### src/rtl/iir_filter_mc.sv
// Multi-channel time-multiplexed 2nd-order IIR (direct form II), per-channel w1/w2 state.
// Latency 2 cycles from acceptance to vOut; one sample per cycle, any channel order.
// Backpressure: rdy drops for NCH cycles after reset or flush while state is swept to zero.
module iir_filter_mc #(
    parameter int NB  = 12,
    parameter int NCH = 4,
    parameter int SAT = 1,
    localparam int CW = (NCH > 1) ? $clog2(NCH) : 1
) (
    input  logic              clk,
    input  logic              rst,
    input  logic              vIn,
    input  logic [CW-1:0]     chIn,
    input  logic [NB-1:0]     dIn,
    input  logic [3*NB-1:0]   b,
    input  logic [2*NB-1:0]   a,
    input  logic              flush,
    output logic              rdy,
    output logic [NB-1:0]     dOut,
    output logic              vOut,
    output logic [CW-1:0]     chOut,
    output logic              ovf
);

    localparam logic [0:0] CLEAR = 1'b0;
    localparam logic [0:0] RUN   = 1'b1;

    typedef struct packed {
        logic              vld;
        logic [CW-1:0]     ch;
        logic [NB-1:0]     w;
        logic [NB-1:0]     w1;
        logic [NB-1:0]     w2;
        logic              ovf_w;
        logic [3*NB-1:0]   b;
    } s1_t;

    // Full-precision product scaled back to Q1.(NB-1), floor rounding.
    function automatic logic signed [NB+2:0] mulq(input logic signed [NB-1:0] x,
                                                  input logic signed [NB-1:0] c);
        logic signed [2*NB-1:0] p;
        p = $signed({{NB{x[NB-1]}}, x}) * $signed({{NB{c[NB-1]}}, c});
        p = p >>> (NB - 1);
        return p[NB+2:0];
    endfunction

    // Returns {altered, value}: value fits when the top four bits are all sign copies.
    function automatic logic [NB:0] fit(input logic [NB+2:0] s);
        logic [NB-1:0] lo;
        logic          fits;
        lo   = s[NB-1:0];
        fits = (s[NB+2:NB-1] == {4{lo[NB-1]}});
        if (fits)
            return {1'b0, lo};
        if (SAT != 0)
            return {1'b1, s[NB+2], {(NB-1){~s[NB+2]}}};
        return {1'b1, lo};
    endfunction

    logic [0:0]          state;
    logic [CW-1:0]       cnt;
    logic [NB-1:0]       w1_mem [NCH];
    logic [NB-1:0]       w2_mem [NCH];
    logic                acc;
    logic [NB-1:0]       cur_w1;
    logic [NB-1:0]       cur_w2;
    logic [NB+2:0]       w_sum;
    logic [NB:0]         w_fit;
    logic [NB+2:0]       y_sum;
    logic [NB:0]         y_fit;
    s1_t                 s1;

    assign rdy    = (state == RUN);
    assign acc    = vIn & rdy;
    assign cur_w1 = w1_mem[chIn];
    assign cur_w2 = w2_mem[chIn];

    assign w_sum = {{3{dIn[NB-1]}}, dIn}
                 - mulq(a[NB-1:0], cur_w1)
                 - mulq(a[2*NB-1:NB], cur_w2);
    assign w_fit = fit(w_sum);

    assign y_sum = mulq(s1.b[NB-1:0], s1.w)
                 + mulq(s1.b[2*NB-1:NB], s1.w1)
                 + mulq(s1.b[3*NB-1:2*NB], s1.w2);
    assign y_fit = fit(y_sum);

    always_ff @(posedge clk) begin
        if (rst) begin
            state <= CLEAR;
            cnt   <= '0;
        end else if (state == CLEAR) begin
            if (cnt == CW'(NCH - 1)) begin
                state <= RUN;
                cnt   <= '0;
            end else begin
                cnt <= cnt + 1'b1;
            end
        end else if (flush) begin
            state <= CLEAR;
            cnt   <= '0;
        end
    end

    // State is written at the end of stage 1, so a same-channel sample next cycle sees it.
    always_ff @(posedge clk) begin
        if (!rst) begin
            if (state == CLEAR) begin
                w1_mem[cnt] <= '0;
                w2_mem[cnt] <= '0;
            end else if (acc) begin
                w2_mem[chIn] <= cur_w1;
                w1_mem[chIn] <= w_fit[NB-1:0];
            end
        end
    end

    always_ff @(posedge clk) begin
        if (rst) begin
            s1    <= '0;
            dOut  <= '0;
            vOut  <= 1'b0;
            chOut <= '0;
            ovf   <= 1'b0;
        end else begin
            s1.vld <= acc;
            if (acc) begin
                s1.ch    <= chIn;
                s1.w     <= w_fit[NB-1:0];
                s1.w1    <= cur_w1;
                s1.w2    <= cur_w2;
                s1.ovf_w <= w_fit[NB];
                s1.b     <= b;
            end
            vOut <= s1.vld;
            if (s1.vld) begin
                dOut  <= y_fit[NB-1:0];
                chOut <= s1.ch;
                ovf   <= s1.ovf_w | y_fit[NB];
            end
        end
    end

endmodule

### config.mk
export PLATFORM = sky130hd
export DESIGN_NAME = iir_filter_mc
export DESIGN_NICKNAME = d
export VERILOG_FILES = /design/src/rtl/iir_filter_mc.sv
export SDC_FILE = /design/constraint.sdc
export NUM_CORES = 2
export LEC_CHECK = 0
export BUFFER_PORTS_ARGS = -buffer_cell sky130_fd_sc_hd__buf_4
export CAP_MARGIN = 25
export CORE_MARGIN = 1.5
export CORE_UTILIZATION = 46
export DETAILED_ROUTE_END_ITERATION = 10
export HOLD_SLACK_MARGIN = 0.15
export SETUP_SLACK_MARGIN = 0.4
export SLEW_MARGIN = 0
export SYNTH_ARGS = -nofsm -noshare
export SYNTH_HDL_FRONTEND = slang
export SYNTH_SLANG_ARGS = --single-unit
### constraint.sdc
create_clock -name clk -period 33 [get_ports clk]
set_clock_uncertainty 0.1 [all_clocks]
set_input_delay 4.95 -clock clk [delete_from_list [all_inputs] [get_ports clk]]
set_output_delay 4.95 -clock clk [all_outputs]
set_load 0.03 [all_outputs]
==> out/metrics.csv <==
stage,metric,value,unit
run_status,status,"complete, no violations",
clock_network,clk sink count,191,
route,routed vias/inst,5.083,
route,initial DRC count,1275,
route,Residual DRC,0,
logic_synthesis,sequential-to-total area share from yosys stat,13.87,%
worst_setup_path,CP Data Required Time,33.21,ns
global_routing,global route hottest layer,met2,
worst_setup_path,cell repeated most along the worst path,inv_1,
clock_network,Bufs on Longest Clock Path,2,
global_routing,first-pass GRT wire length,128800,um
logic_synthesis,cells after synthesis,3576,
route,DR vias,23010,
logic_synthesis,fraction of registers with async set or reset after synthesis,0,%
floorplan,core area,74320,um^2
worst_setup_path,CP startpoint kind,input port,
logic_synthesis,Netlist cell types,77,
floorplan,Die Width,276.9,um
worst_setup_path,RR Endpoint,w1_mem[2][0],
floorplan,row cnt,100,
global_routing,met2 Use GR,35.39,%
route,total wire length,76050,um
route,antenna-violating nets left,0,
logic_synthesis,register bit count reported by yosys,191,
clock_network,cts hold-fix bufs,0,
global_routing,vias in the first global route,24353,
timing,f_max,69.93,MHz
clock_network,Worst-path clk slew,0.08,ns
worst_setup_path,CP Launch Point,chIn[0],
timing,slew margin rel.,40.07,%
floorplan,die area,76660,um^2
logic_synthesis,Mapped Avg Cell Area,9.649,um^2
logic_synthesis,syn_nets,4630,
global_routing,global-route met1 utilization,30.29,%
worst_setup_path,"slowest stage delay, CP",0.71,ns
place,IO buf count,94,
worst_setup_path,worst reg2reg setup slack,23.31,ns
floorplan,Die Span Y,276.9,um
floorplan,Initial Utilization,46.43,%
worst_setup_path,Setup CP Type,in -> reg,
timing,Final WS setup,18.70,ns
timing,setup TNS,0,ns
global_routing,initial antenna violation count,0,
worst_setup_path,worst setup path endpoint,w1_mem[2][0],
clock_network,postcts setup bufs,0,
global_routing,GR Util All Layers,21.19,%
global_routing,total grt overflow,0,
worst_setup_path,worst reg2reg path depth,30,
cells_and_area,Diodes inserted,0,
place,pre-CTS setup slack,18.17,ns
timing,Period minus WS final,14.30,ns
clock_network,H-Tree Depth,4,
logic_synthesis,synthesized cell area,34500,um^2
logic_synthesis,"EDFF count, synth",96,
route,DR WL/cell,16.80,um
min_path,Min-Delay Path Class,reg -> reg,
clock_network,cts repair resizes,0,
worst_setup_path,Worst Path Max Fanout,24,
cells_and_area,share of cells above drive strength 1,5.284,%
worst_setup_path,RR Startpoint,w2_mem[1][1],
place,placer congestion estimate,0.8450,
clock_network,CTS root buf,clkbuf_16,
worst_setup_path,crit path capture type,register,
timing,Final Setup Violations,0,
logic_synthesis,"Top FF cell, synth",edfxtp_1,
timing,count of final max-slew check failures,0,
timing,Fin. Hold Viols,0,
clock_network,CTS tree,yes,
cells_and_area,Area Growth Syn to Fin,5.766,%
worst_setup_path,Worst EP arrival,14.51,ns
flow_run,Max-Cap Viols,0,
logic_synthesis,synth warn,0,
clock_network,worst skew pair latency,0.48,ns
timing,Worst-Margin Slew,0.8977,ns
timing,Final period util,43.33,%
timing,RSZ-0062 raised after global routing,no,
global_routing,met3 usage,2.219,%
worst_setup_path,Worst path slowest cell,mux4_2,
global_routing,pin count of the biggest net entering global routing,64,
clock_network,Num CTS Buffers,17,
cells_and_area,Final nets,4599,
route,First-pass DRT Iterations,5,
place,hpwl dp,63220,um
floorplan,I/O pin count,95,
## critical path: cells and delay by family
family | cells | cell delay, ns
and+or+nand+nor | 4 | 0.78
AOI/OAI and AO/OA | 10 | 3.21
muxes | 1 | 0.71
xor gates and xnor gates | 1 | 0.11
buffers and inverters | 8 | 0.91
adders and majority gates | 8 | 3.83
## synthesized netlist by cell type, drive strengths merged, types with 5 or more instances
library cell / instances / area [um^2]
ha: 269 / 3366
nor2b: 17 / 106.4
a22o: 48 / 420.4
a211oi: 12 / 90.09
dfxtp: 95 / 1902
nand2b: 27 / 168.9
nand2: 442 / 1659
o21a: 16 / 120.1
o21ai: 30 / 150.1
a2111oi: 5 / 62.56
fa: 707 / 14150
o31ai: 12 / 95.09
or3: 11 / 68.82
o32ai: 9 / 78.83
edfxtp: 96 / 2883
inv: 860 / 3228
mux2i: 9 / 90.09
nor3: 27 / 135.1
or2: 15 / 93.84
and3: 13 / 81.33
nand3: 16 / 80.08
a21o: 46 / 345.3
clkbuf: 143 / 538.0
a21oi: 54 / 277.8
xor2: 33 / 289.0
nand4: 5 / 31.28
buf: 10 / 62.56
a31oi: 5 / 31.28
o21bai: 7 / 52.55
xnor2: 81 / 709.4
a221o: 13 / 130.1
nor3b: 5 / 37.54
mux4: 22 / 495.5
and2: 248 / 1551
nor2: 111 / 416.7
## metrics by stage
stage / area, um^2 / util [%] / instances / hold WS (ns)
finish: 36490 / 49.10 / 4527 / 0.3878
global route: 36490 / 49.10 / 4527 / 0.4013
CTS: 36490 / 49.10 / 4527 / 0.3961
detailed placement: 35910 / 48.32 / 4495 / 0.3670
global placement: 35910 / 48.32 / 4495 / 0.3808
floorplan: 34500 / - / 3576 / 0.3248
## worst min-delay path by stage
| stage | from | endpoint | slack [ns] | cells past startpoint |
|---|---|---|---|---|
| floorplan | s1[73] | s1[73] | 0.32 | 2 |
| global placement | s1[74] | s1[74] | 0.38 | 1 |
| detailed placement | s1[74] | s1[74] | 0.37 | 1 |
| CTS | s1[74] | s1[74] | 0.40 | 1 |
| global route | s1[74] | s1[74] | 0.40 | 1 |
| finish | s1[73] | s1[73] | 0.39 | 2 |
## logic make-up (layout without fill, tap and decap cells)
group | count (synthesis) | after routing | share of synthesized area [%]
compound gates | 294 | 294 | 6.360
xor+xnor | 114 | 114 | 2.894
fa+ha+maj | 976 | 976 | 50.77
buf+inv | 1014 | 996 | 11.11
flops | 191 | 191 | 13.87
mux | 34 | 34 | 1.795
simple gates | 953 | 953 | 13.20
## state kept, by name, indices dropped and copies added (netlist names), 2 cells and up
register and flops:
chOut 2, cnt 2, dOut 12, s1 76, w1_mem 48, w2_mem 48
## metal layers
metal  routed length (um)  up-vias
li1                     -    10732
met1                35180    11795
met2                36990      428
met3                 2862       55
met4                 1016        0
met5                    0        -
## layout make-up
cell class                 count  area, um^2
inverter                     861        3232
tap                          969        1212
clock inverter                15       155.1
fill                        7046       37830
timing repair buffer         103       773.2
multi-input combinational   2371       25910
clock buffer                  17       425.4
sequential                   191        4785
## cell usage in the layout (no fill, tap or decap), drive strengths merged, types with 15 or more instances in the layout
cell type	instances
ha	269
a21o	46
edfxtp	96
clkbuf	17
and2	248
o21a	16
a22o	48
xor2	33
nor3	27
inv	871
a21oi	54
or2	15
o21ai	30
nor2b	17
mux4	22
xnor2	81
dfxtp	95
nand2	442
nand2b	27
buf	103
nor2	111
nand3	16
fa	707
Power is not shown: default switching activity piles up to over one toggle a cycle in this logic, so the estimate is an artifact.
